`config.mk`:
```
export PLATFORM = sky130hd
export DESIGN_NAME = cla_subtractor_pipe
export DESIGN_NICKNAME = d
export VERILOG_FILES = /design/src/rtl/cla_subtractor_pipe.sv
export SDC_FILE = /design/constraint.sdc
export NUM_CORES = 1
export LEC_CHECK = 0
export CORE_MARGIN = 5
export CORE_UTILIZATION = 40
export CTS_CLUSTER_DIAMETER = 40
export CTS_CLUSTER_SIZE = 8
export DETAILED_ROUTE_END_ITERATION = 7
export PLACE_DENSITY = 0.66
export REMOVE_ABC_BUFFERS = 1
export SETUP_SLACK_MARGIN = 0.5
export SLEW_MARGIN = 0
export SYNTH_ARGS = -nofsm -noshare
export SYNTH_HDL_FRONTEND = slang
export SYNTH_SLANG_ARGS = --single-unit
```
`constraint.sdc`:
```
create_clock -name clk -period 3.8 [get_ports clk]
set_input_delay 1.14 -clock clk [delete_from_list [all_inputs] [get_ports clk]]
set_output_delay 1.14 -clock clk [all_outputs]
set_load 0.005 [all_outputs]
```
`src/rtl/cla_subtractor_pipe.sv`:
```
// Two-stage pipelined carry-lookahead subtractor: diff = a - b - bin, with borrow, overflow and zero flags.
// Result appears 2 edges after acceptance; a stalled output holds the pipe and drops in_ready once stage 1 is full.
module cla_subtractor_pipe #(
  parameter int WIDTH = 32
) (
  input  logic             clk,
  input  logic             rst_n,
  input  logic             in_valid,
  output logic             in_ready,
  input  logic [WIDTH-1:0] a,
  input  logic [WIDTH-1:0] b,
  input  logic             bin,
  output logic             out_valid,
  input  logic             out_ready,
  output logic [WIDTH-1:0] diff,
  output logic             bout,
  output logic             ovf,
  output logic             zero
);

  localparam int HALF = WIDTH / 2;
  localparam int NG   = HALF / 4;

  // Returns {carry_out, sum} of x + y + ci; carries are sum-of-products over
  // 4-bit group generate/propagate terms, so nothing ripples between groups.
  function automatic logic [HALF:0] cla_half(input logic [HALF-1:0] x,
                                             input logic [HALF-1:0] y,
                                             input logic            ci);
    logic [HALF-1:0] g, p, c, s;
    logic [NG-1:0]   gg, gp;
    logic [NG:0]     gc;
    logic            t;
    g = x & y;
    p = x ^ y;
    for (int k = 0; k < NG; k++) begin
      gg[k] = g[4*k+3]
            | (p[4*k+3] & g[4*k+2])
            | (p[4*k+3] & p[4*k+2] & g[4*k+1])
            | (p[4*k+3] & p[4*k+2] & p[4*k+1] & g[4*k]);
      gp[k] = &p[4*k +: 4];
    end
    for (int k = 0; k <= NG; k++) begin
      t = ci;
      for (int m = 0; m < k; m++) t = t & gp[m];
      gc[k] = t;
      for (int j = 0; j < k; j++) begin
        t = gg[j];
        for (int m = j + 1; m < k; m++) t = t & gp[m];
        gc[k] = gc[k] | t;
      end
    end
    for (int k = 0; k < NG; k++) begin
      for (int i = 0; i < 4; i++) begin
        t = gc[k];
        for (int m = 0; m < i; m++) t = t & p[4*k+m];
        c[4*k+i] = t;
        for (int j = 0; j < i; j++) begin
          t = g[4*k+j];
          for (int m = j + 1; m < i; m++) t = t & p[4*k+m];
          c[4*k+i] = c[4*k+i] | t;
        end
      end
    end
    s = p ^ c;
    return {gc[NG], s};
  endfunction

  logic             s1_vld_q;
  logic [HALF-1:0]  s1_dlo_q, s1_dlo_d;
  logic             s1_c_q, s1_c_d;
  logic [HALF-1:0]  s1_ahi_q;
  logic [HALF-1:0]  s1_nbhi_q;
  logic             s1_amsb_q, s1_bmsb_q;

  logic             out_vld_q;
  logic [WIDTH-1:0] diff_q, diff_d;
  logic             bout_q, bout_d;
  logic             ovf_q, ovf_d;
  logic             zero_q, zero_d;

  logic             s2_adv;
  logic             s1_load;
  logic [WIDTH-1:0] nb;
  logic [HALF:0]    lo_res, hi_res;

  assign s2_adv   = !out_vld_q || out_ready;
  assign in_ready = !s1_vld_q || s2_adv;
  assign s1_load  = in_valid && in_ready;

  always_comb begin
    nb       = ~b;
    lo_res   = cla_half(a[HALF-1:0], nb[HALF-1:0], ~bin);
    s1_dlo_d = lo_res[HALF-1:0];
    s1_c_d   = lo_res[HALF];
  end

  always_comb begin
    hi_res = cla_half(s1_ahi_q, s1_nbhi_q, s1_c_q);
    diff_d = {hi_res[HALF-1:0], s1_dlo_q};
    bout_d = ~hi_res[HALF];
    ovf_d  = (s1_amsb_q != s1_bmsb_q) && (diff_d[WIDTH-1] != s1_amsb_q);
    zero_d = ~|diff_d;
  end

  always_ff @(posedge clk or negedge rst_n) begin
    if (!rst_n) begin
      s1_vld_q  <= 1'b0;
      s1_dlo_q  <= '0;
      s1_c_q    <= 1'b0;
      s1_ahi_q  <= '0;
      s1_nbhi_q <= '0;
      s1_amsb_q <= 1'b0;
      s1_bmsb_q <= 1'b0;
    end else begin
      if (in_ready) s1_vld_q <= in_valid;
      if (s1_load) begin
        s1_dlo_q  <= s1_dlo_d;
        s1_c_q    <= s1_c_d;
        s1_ahi_q  <= a[WIDTH-1:HALF];
        s1_nbhi_q <= nb[WIDTH-1:HALF];
        s1_amsb_q <= a[WIDTH-1];
        s1_bmsb_q <= b[WIDTH-1];
      end
    end
  end

  // Output data only loads when a real operation moves in, so bubbles never disturb it.
  always_ff @(posedge clk or negedge rst_n) begin
    if (!rst_n) begin
      out_vld_q <= 1'b0;
      diff_q    <= '0;
      bout_q    <= 1'b0;
      ovf_q     <= 1'b0;
      zero_q    <= 1'b0;
    end else if (s2_adv) begin
      out_vld_q <= s1_vld_q;
      if (s1_vld_q) begin
        diff_q <= diff_d;
        bout_q <= bout_d;
        ovf_q  <= ovf_d;
        zero_q <= zero_d;
      end
    end
  end

  assign out_valid = out_vld_q;
  assign diff      = diff_q;
  assign bout      = bout_q;
  assign ovf       = ovf_q;
  assign zero      = zero_q;

endmodule

```
==> impl_metrics.ini, run 1 <==
[floorplanning]
initial_core_util = 0.409
rows = 39
dieArea_um2 = 14000
core-area_um2 = 11500
ioPinCount = 106
die_x_um = 118
dieHeight_um = 118

[timing]
rsz0062_at_grt = yes
fin_crit_ns = 3.23
worst_pin_slew_ns = 1.09
tns_ns = 0
max_freq_mhz = 309
finClkSkew_ns = 0.00535
fin_crit_sh = 0.851
finalHoldViolations = 0
relSlewSlack = 0.276
drv_slew = 0
timing.final.ws_setup_ns = 0.566
setup_viol = 0

[worst_setup_path]
required_ns = 4.05
cp.arrival_ns = 3.49
critPathKind = reg2reg
crit_path_max_fanout = 4
end_kind = flip-flop
critPathLaunchType = flip-flop

[layout]
areaGrowthSynthToFinish_pct = 39.3
finalNonFillerCells = 709
final_util = 0.570
fin_nets = 679
final_common_cell = clkdlybuf4s50_1
num_antenna_cells = 0
drive_above_1_share = 0.180
final_cell_mix = clkdlybuf4s50_1 (101), dfrtp_1 (87), nand2_1 (65), o21ai_0 (48), mux2_2 (34)

[clock_tree]
clk_path_buf_depth = 2
cts.clk_slew.worst_paths_ns = 0.06
cts_sinks = 87
clock_latency_ns = 0.33
htreeDepth = 3
cts_tree = done
root_buffer = clkbuf_16
cts_buffers = 9

[placement]
port_buffers = 105
gp_congestion = 0.844
dp_slack_ns = 0.0137
dp.cells = 688
dp_hpwl_mm = 7.96

[synth]
netlist_instances = 448
ys_async_sr_fraction = 1.00
synth_edf_count = 0
syn_area_um2 = 4690
avgSynthCellArea_um2 = 10.5
ys_seq_area_frac = 0.464
ys_types = 39
yosys_warnings = 0
synth_ff_type = dfrtp_1
ys_ff_latch = 87

[power_and_ir_drop]
p_per_area_nw_per_um2 = 534
ir_drop_mv = 0.277
power_mw = 3.49
p_leak_nw = 2.85

[grt]
first_global_vias = 3813
grt_max_degree = 88
grt_pass1_wl_mm = 18.4
antenna_found_initial = 0
grtUsageTotal = 0.158
overflow = 0

[route]
wl_per_cell_um = 15.4
via_per_inst = 5.01
dr_total_vias = 3555
drtIter0Drc = 117
detail-route-antenna-nets = 0
drt_first_pass_iters = 4
drt-total-wl_mm = 10.9
drc = 0

[worst_hold_path]
hp-class = reg2reg

[job]
drv_cap = 0

[outcome]
status = finished, final reports clean
## synthesized netlist by cell type (2+ instances only)
cell / count / area [um^2]
a21o_1: 2 / 15.0
a211o_1: 2 / 17.5
nand3_1: 3 / 15.0
nor2b_1: 2 / 12.5
inv_1: 31 / 116
o31ai_1: 2 / 15.0
o211ai_1: 4 / 30.0
o22ai_1: 2 / 12.5
nand4_1: 4 / 25.0
dfrtp_1: 87 / 2180
ha_1: 40 / 500
nor2_1: 10 / 37.5
or3_1: 2 / 12.5
nor4_1: 2 / 12.5
xnor2_1: 13 / 114
nand2b_1: 10 / 62.6
o21ai_0: 56 / 280
fa_1: 8 / 160
clkbuf_1: 13 / 48.8
o21a_1: 5 / 37.5
xor2_1: 10 / 87.6
nor4_2: 3 / 37.5
a21oi_1: 22 / 110
nand2_1: 66 / 248
mux2_2: 34 / 383
or2_2: 2 / 12.5
## routing by layer
| metal | vias to the layer above | GRT usage | wire length [um] |
|---|---|---|---|
| met5 | - | 0 | 0 |
| met4 | 0 | 0.0409 | 140 |
| met3 | 11 | 0.0478 | 645 |
| met2 | 107 | 0.258 | 5260 |
| met1 | 1673 | 0.204 | 4890 |
| li1 | 1764 | - | - |
## flip-flops by register name, indices dropped and copies added, names as in the netlist, 16 cells and up
| name | flops |
|---|---|
| diff | 32 |
| s1_nbhi_q | 16 |
| s1_dlo_q | 16 |
| s1_ahi_q | 16 |
## repair_timing
item,4_1_cts,5_1_grt
endpoints found under the setup margin,5,8
buffers inserted,6,0
pin swaps,15,10
gates resized for setup,24,26
hold buffers,0,0
## worst max-delay path, stage by stage (launching register included)
cell	delay, ns
dfrtp_1	0.38
ha_2	0.38
o21ai_0	0.10
a21oi_1	0.15
o22ai_1	0.10
a21oi_2	0.22
fa_1	0.49
nor4_1	0.24
nand2_1	0.08
or4_4	0.42
or4b_1	0.47
o21ai_1	0.14
## metrics by stage
stage,instance area [um^2],hold WS [ns]
6_report,6530,0.483
5_1_grt,6530,0.514
4_1_cts,6380,0.483
3_5_place_dp,5930,0.467
3_3_place_gp,5930,0.462
2_1_floorplan,4640,0.454
## path summary, 6_finish.rpt
path / startpoint / endpoint / slack, ns / cells past startpoint
setup / recovery: s1_nbhi_q[9] / zero / 0.57 / 11
hold / removal: s1_nbhi_q[15] / s1_nbhi_q[15] / 0.48 / 2
setup reg to reg: s1_nbhi_q[9] / zero / 0.57 / 11
hold reg to reg: s1_nbhi_q[15] / s1_nbhi_q[15] / 0.48 / 2
max in group asynchronous: rst_n / diff[25] / 2.09 / 1
min in group asynchronous: rst_n / s1_ahi_q[13] / 1.00 / 1
## cells by family (layout without fill, tap and decap cells)
| kind of cell | after synthesis | count (layout) | share of synthesized area |
|---|---|---|---|
| AND/OR/NAND/NOR | 111 | 111 | 0.114 |
| buffers and inverters | 44 | 162 | 0.0352 |
| flip-flops | 87 | 87 | 0.464 |
| multiplexers | 34 | 34 | 0.0817 |
| adder cells (fa/ha/maj) | 48 | 48 | 0.141 |
| AO/OA/AOI/OAI | 101 | 101 | 0.121 |
| XOR/XNOR | 23 | 23 | 0.0430 |
## final cells by class
| cell class | count | area [um^2] |
|---|---|---|
| well taps | 143 | 179 |
| clock buffers | 11 | 243 |
| multi-input cells | 317 | 2590 |
| repair buffers | 116 | 1150 |
| clock inverters | 4 | 70.1 |
| inverters | 31 | 116 |
| flip-flops and latches | 87 | 2180 |
| fillers | 1001 | 4930 |
## report_power, final
group / internal, mW / total [mW] / switching [mW] / leakage (nW)
Sequential: 1.16 / 1.34 / 0.178 / 1.05
Clock: 0.588 / 0.930 / 0.342 / 0.155
Combinational: 0.713 / 1.22 / 0.509 / 1.65
(Power assumes the default switching activity.)
==> run 2, diff against run 1 <==
Settings changed: CAP_MARGIN set to 10, CTS_CLUSTER_SIZE 8 to unset.
==> impl_metrics.ini, run 2 (same netlist as run 1, synthesis figures left out) <==
[power_and_ir_drop]
sw_frac_of_total = 0.294
pwr-share-seq = 0.383
p_per_area_nw_per_um2 = 532
p_int_mw = 2.46
power_switching_mw = 1.03
ir_drop_mv = 0.311
p_clk_frac = 0.266
combPwrFrac = 0.351
p_leak_nw = 2.87
power_mw = 3.49

[timing]
drv_slew = 0
max_freq_mhz = 309
fin_hold_ws_ns = 0.481
fin_crit_sh = 0.851
relSlewSlack = 0.585
worst_pin_slew_ns = 0.621
rsz0062_at_grt = yes
setup_viol = 0
finalHoldViolations = 0
timing.final.ws_setup_ns = 0.565
tns_ns = 0
finClkSkew_ns = 0.00536
fin_crit_ns = 3.23

[worst_hold_path]
hp-class = reg2reg

[floorplanning]
core-area_um2 = 11500
dieArea_um2 = 14000
ioPinCount = 106
initial_core_util = 0.409
die_x_um = 118
rows = 39
dieHeight_um = 118

[clock_tree]
root_buffer = clkbuf_16
clk_path_buf_depth = 2
cts_sinks = 87
cts_tree = done
cts_buffers = 9
hold_buffers = 0
htreeDepth = 3
clock_latency_ns = 0.33
cts.clk_slew.worst_paths_ns = 0.06

[grt]
overflow = 0
first_global_vias = 3813
grt_pass1_wl_mm = 18.4
grt_max_degree = 88
antenna_found_initial = 0
grtUsageTotal = 0.158

[layout]
final_cell_mix = clkdlybuf4s50_1 (101), dfrtp_1 (87), nand2_1 (65), o21ai_0 (48), mux2_2 (34)
num_antenna_cells = 0
largest_reg_flops = 32
areaGrowthSynthToFinish_pct = 39.9
drive_above_1_share = 0.182
fin_nets = 680
final_common_cell = clkdlybuf4s50_1

[placement]
dp_slack_ns = 0.0137
gp_congestion = 0.844
port_buffers = 105
dp_hpwl_mm = 7.96

[worst_setup_path]
end_kind = flip-flop
crit_path_max_fanout = 4
critPathLaunchType = flip-flop
cp.arrival_ns = 3.49
max_stage_delay_ns = 0.49
critPathKind = reg2reg
slowest_stage = fa_1
required_ns = 4.05
path_cells = ha_2, o21ai_0, a21oi_1, o22ai_1, a21oi_2, fa_1, nor4_1, nand2_1, or4_4, or4b_1, o21ai_1

[route]
drc = 0
via_per_inst = 4.99
drt-total-wl_mm = 11.0
highest_layer = met4
met1_length_mm = 4.89
drt_first_pass_iters = 4
dr_total_vias = 3543
wl_met2_mm = 5.29
drtIter0Drc = 120
wl_met3_um = 634
wl_per_cell_um = 15.4
detail-route-antenna-nets = 0

[outcome]
status = finished, final reports clean

[job]
drv_cap = 0
## run 2: cell count changes in the layout (fill, tap and decap cells not counted)
cell,previous run,this run
buf_16,0,1
## run 2: area by class of cell
| class | count | area [um^2] |
|---|---|---|
| Clock buffer | 11 | 243 |
| Multi-Input combinational cell | 317 | 2590 |
| Tap cell | 143 | 179 |
| Inverter | 31 | 116 |
| Fill cell | 996 | 4910 |
| Sequential cell | 87 | 2180 |
| Clock inverter | 4 | 70.1 |
| Timing Repair Buffer | 117 | 1180 |
## run 2: final timing paths
kind	startpoint	cells past startpoint	slack (ns)	to
worst max-delay path	s1_nbhi_q[9]	11	0.57	zero
min in group asynchronous	rst_n	1	0.73	s1_ahi_q[13]
worst max register to register	s1_nbhi_q[9]	11	0.57	zero
max in group asynchronous	rst_n	2	2.45	s1_ahi_q[2]
worst min-delay path	diff[31]	2	0.48	diff[31]
worst min register to register	diff[31]	2	0.48	diff[31]
## run 2: worst max-delay path, delay by kind of cell (launching register included)
kind / cells / cell delay (ns)
AO/OA/AOI/OAI: 5 / 0.71
adder cells (fa/ha/maj): 2 / 0.87
flip-flops: 1 / 0.38
AND/OR/NAND/NOR: 4 / 1.21
## run 2: per-stage QoR
| stage | util | cells | instance area (um^2) |
|---|---|---|---|
| 4_1_cts | 0.556 | 709 | 6380 |
| 5_1_grt | 0.572 | 710 | 6560 |
| 3_5_place_dp | 0.517 | 688 | 5930 |
| 2_1_floorplan | - | 435 | 4640 |
| 6_report | 0.572 | 710 | 6560 |
| 3_3_place_gp | 0.517 | 688 | 5930 |
## run 2: power by group through the flow
stage                     logic, mW  registers [mW]  clock network (mW)
after floorplan               0.573            1.31                   0
after global placement         1.10            1.34                   0
after detailed placement       1.13            1.34                   0
after CTS                      1.19            1.33               0.948
after global routing           1.36            1.37               0.987
final                          1.22            1.34               0.930
## run 2: metal layers
metal | GRT usage | vias to the layer above
met1 | 0.204 | 1665
met5 | 0 | -
met4 | 0.0409 | 0
li1 | - | 1763
met2 | 0.258 | 104
met3 | 0.0478 | 11
## run 2: what timing repair did
action | CTS | global route
gates cloned | 0 | 0
endpoints found under the setup margin | 5 | 8
pin swaps | 15 | 10
resized for setup | 24 | 26
buffers inserted | 6 | 0
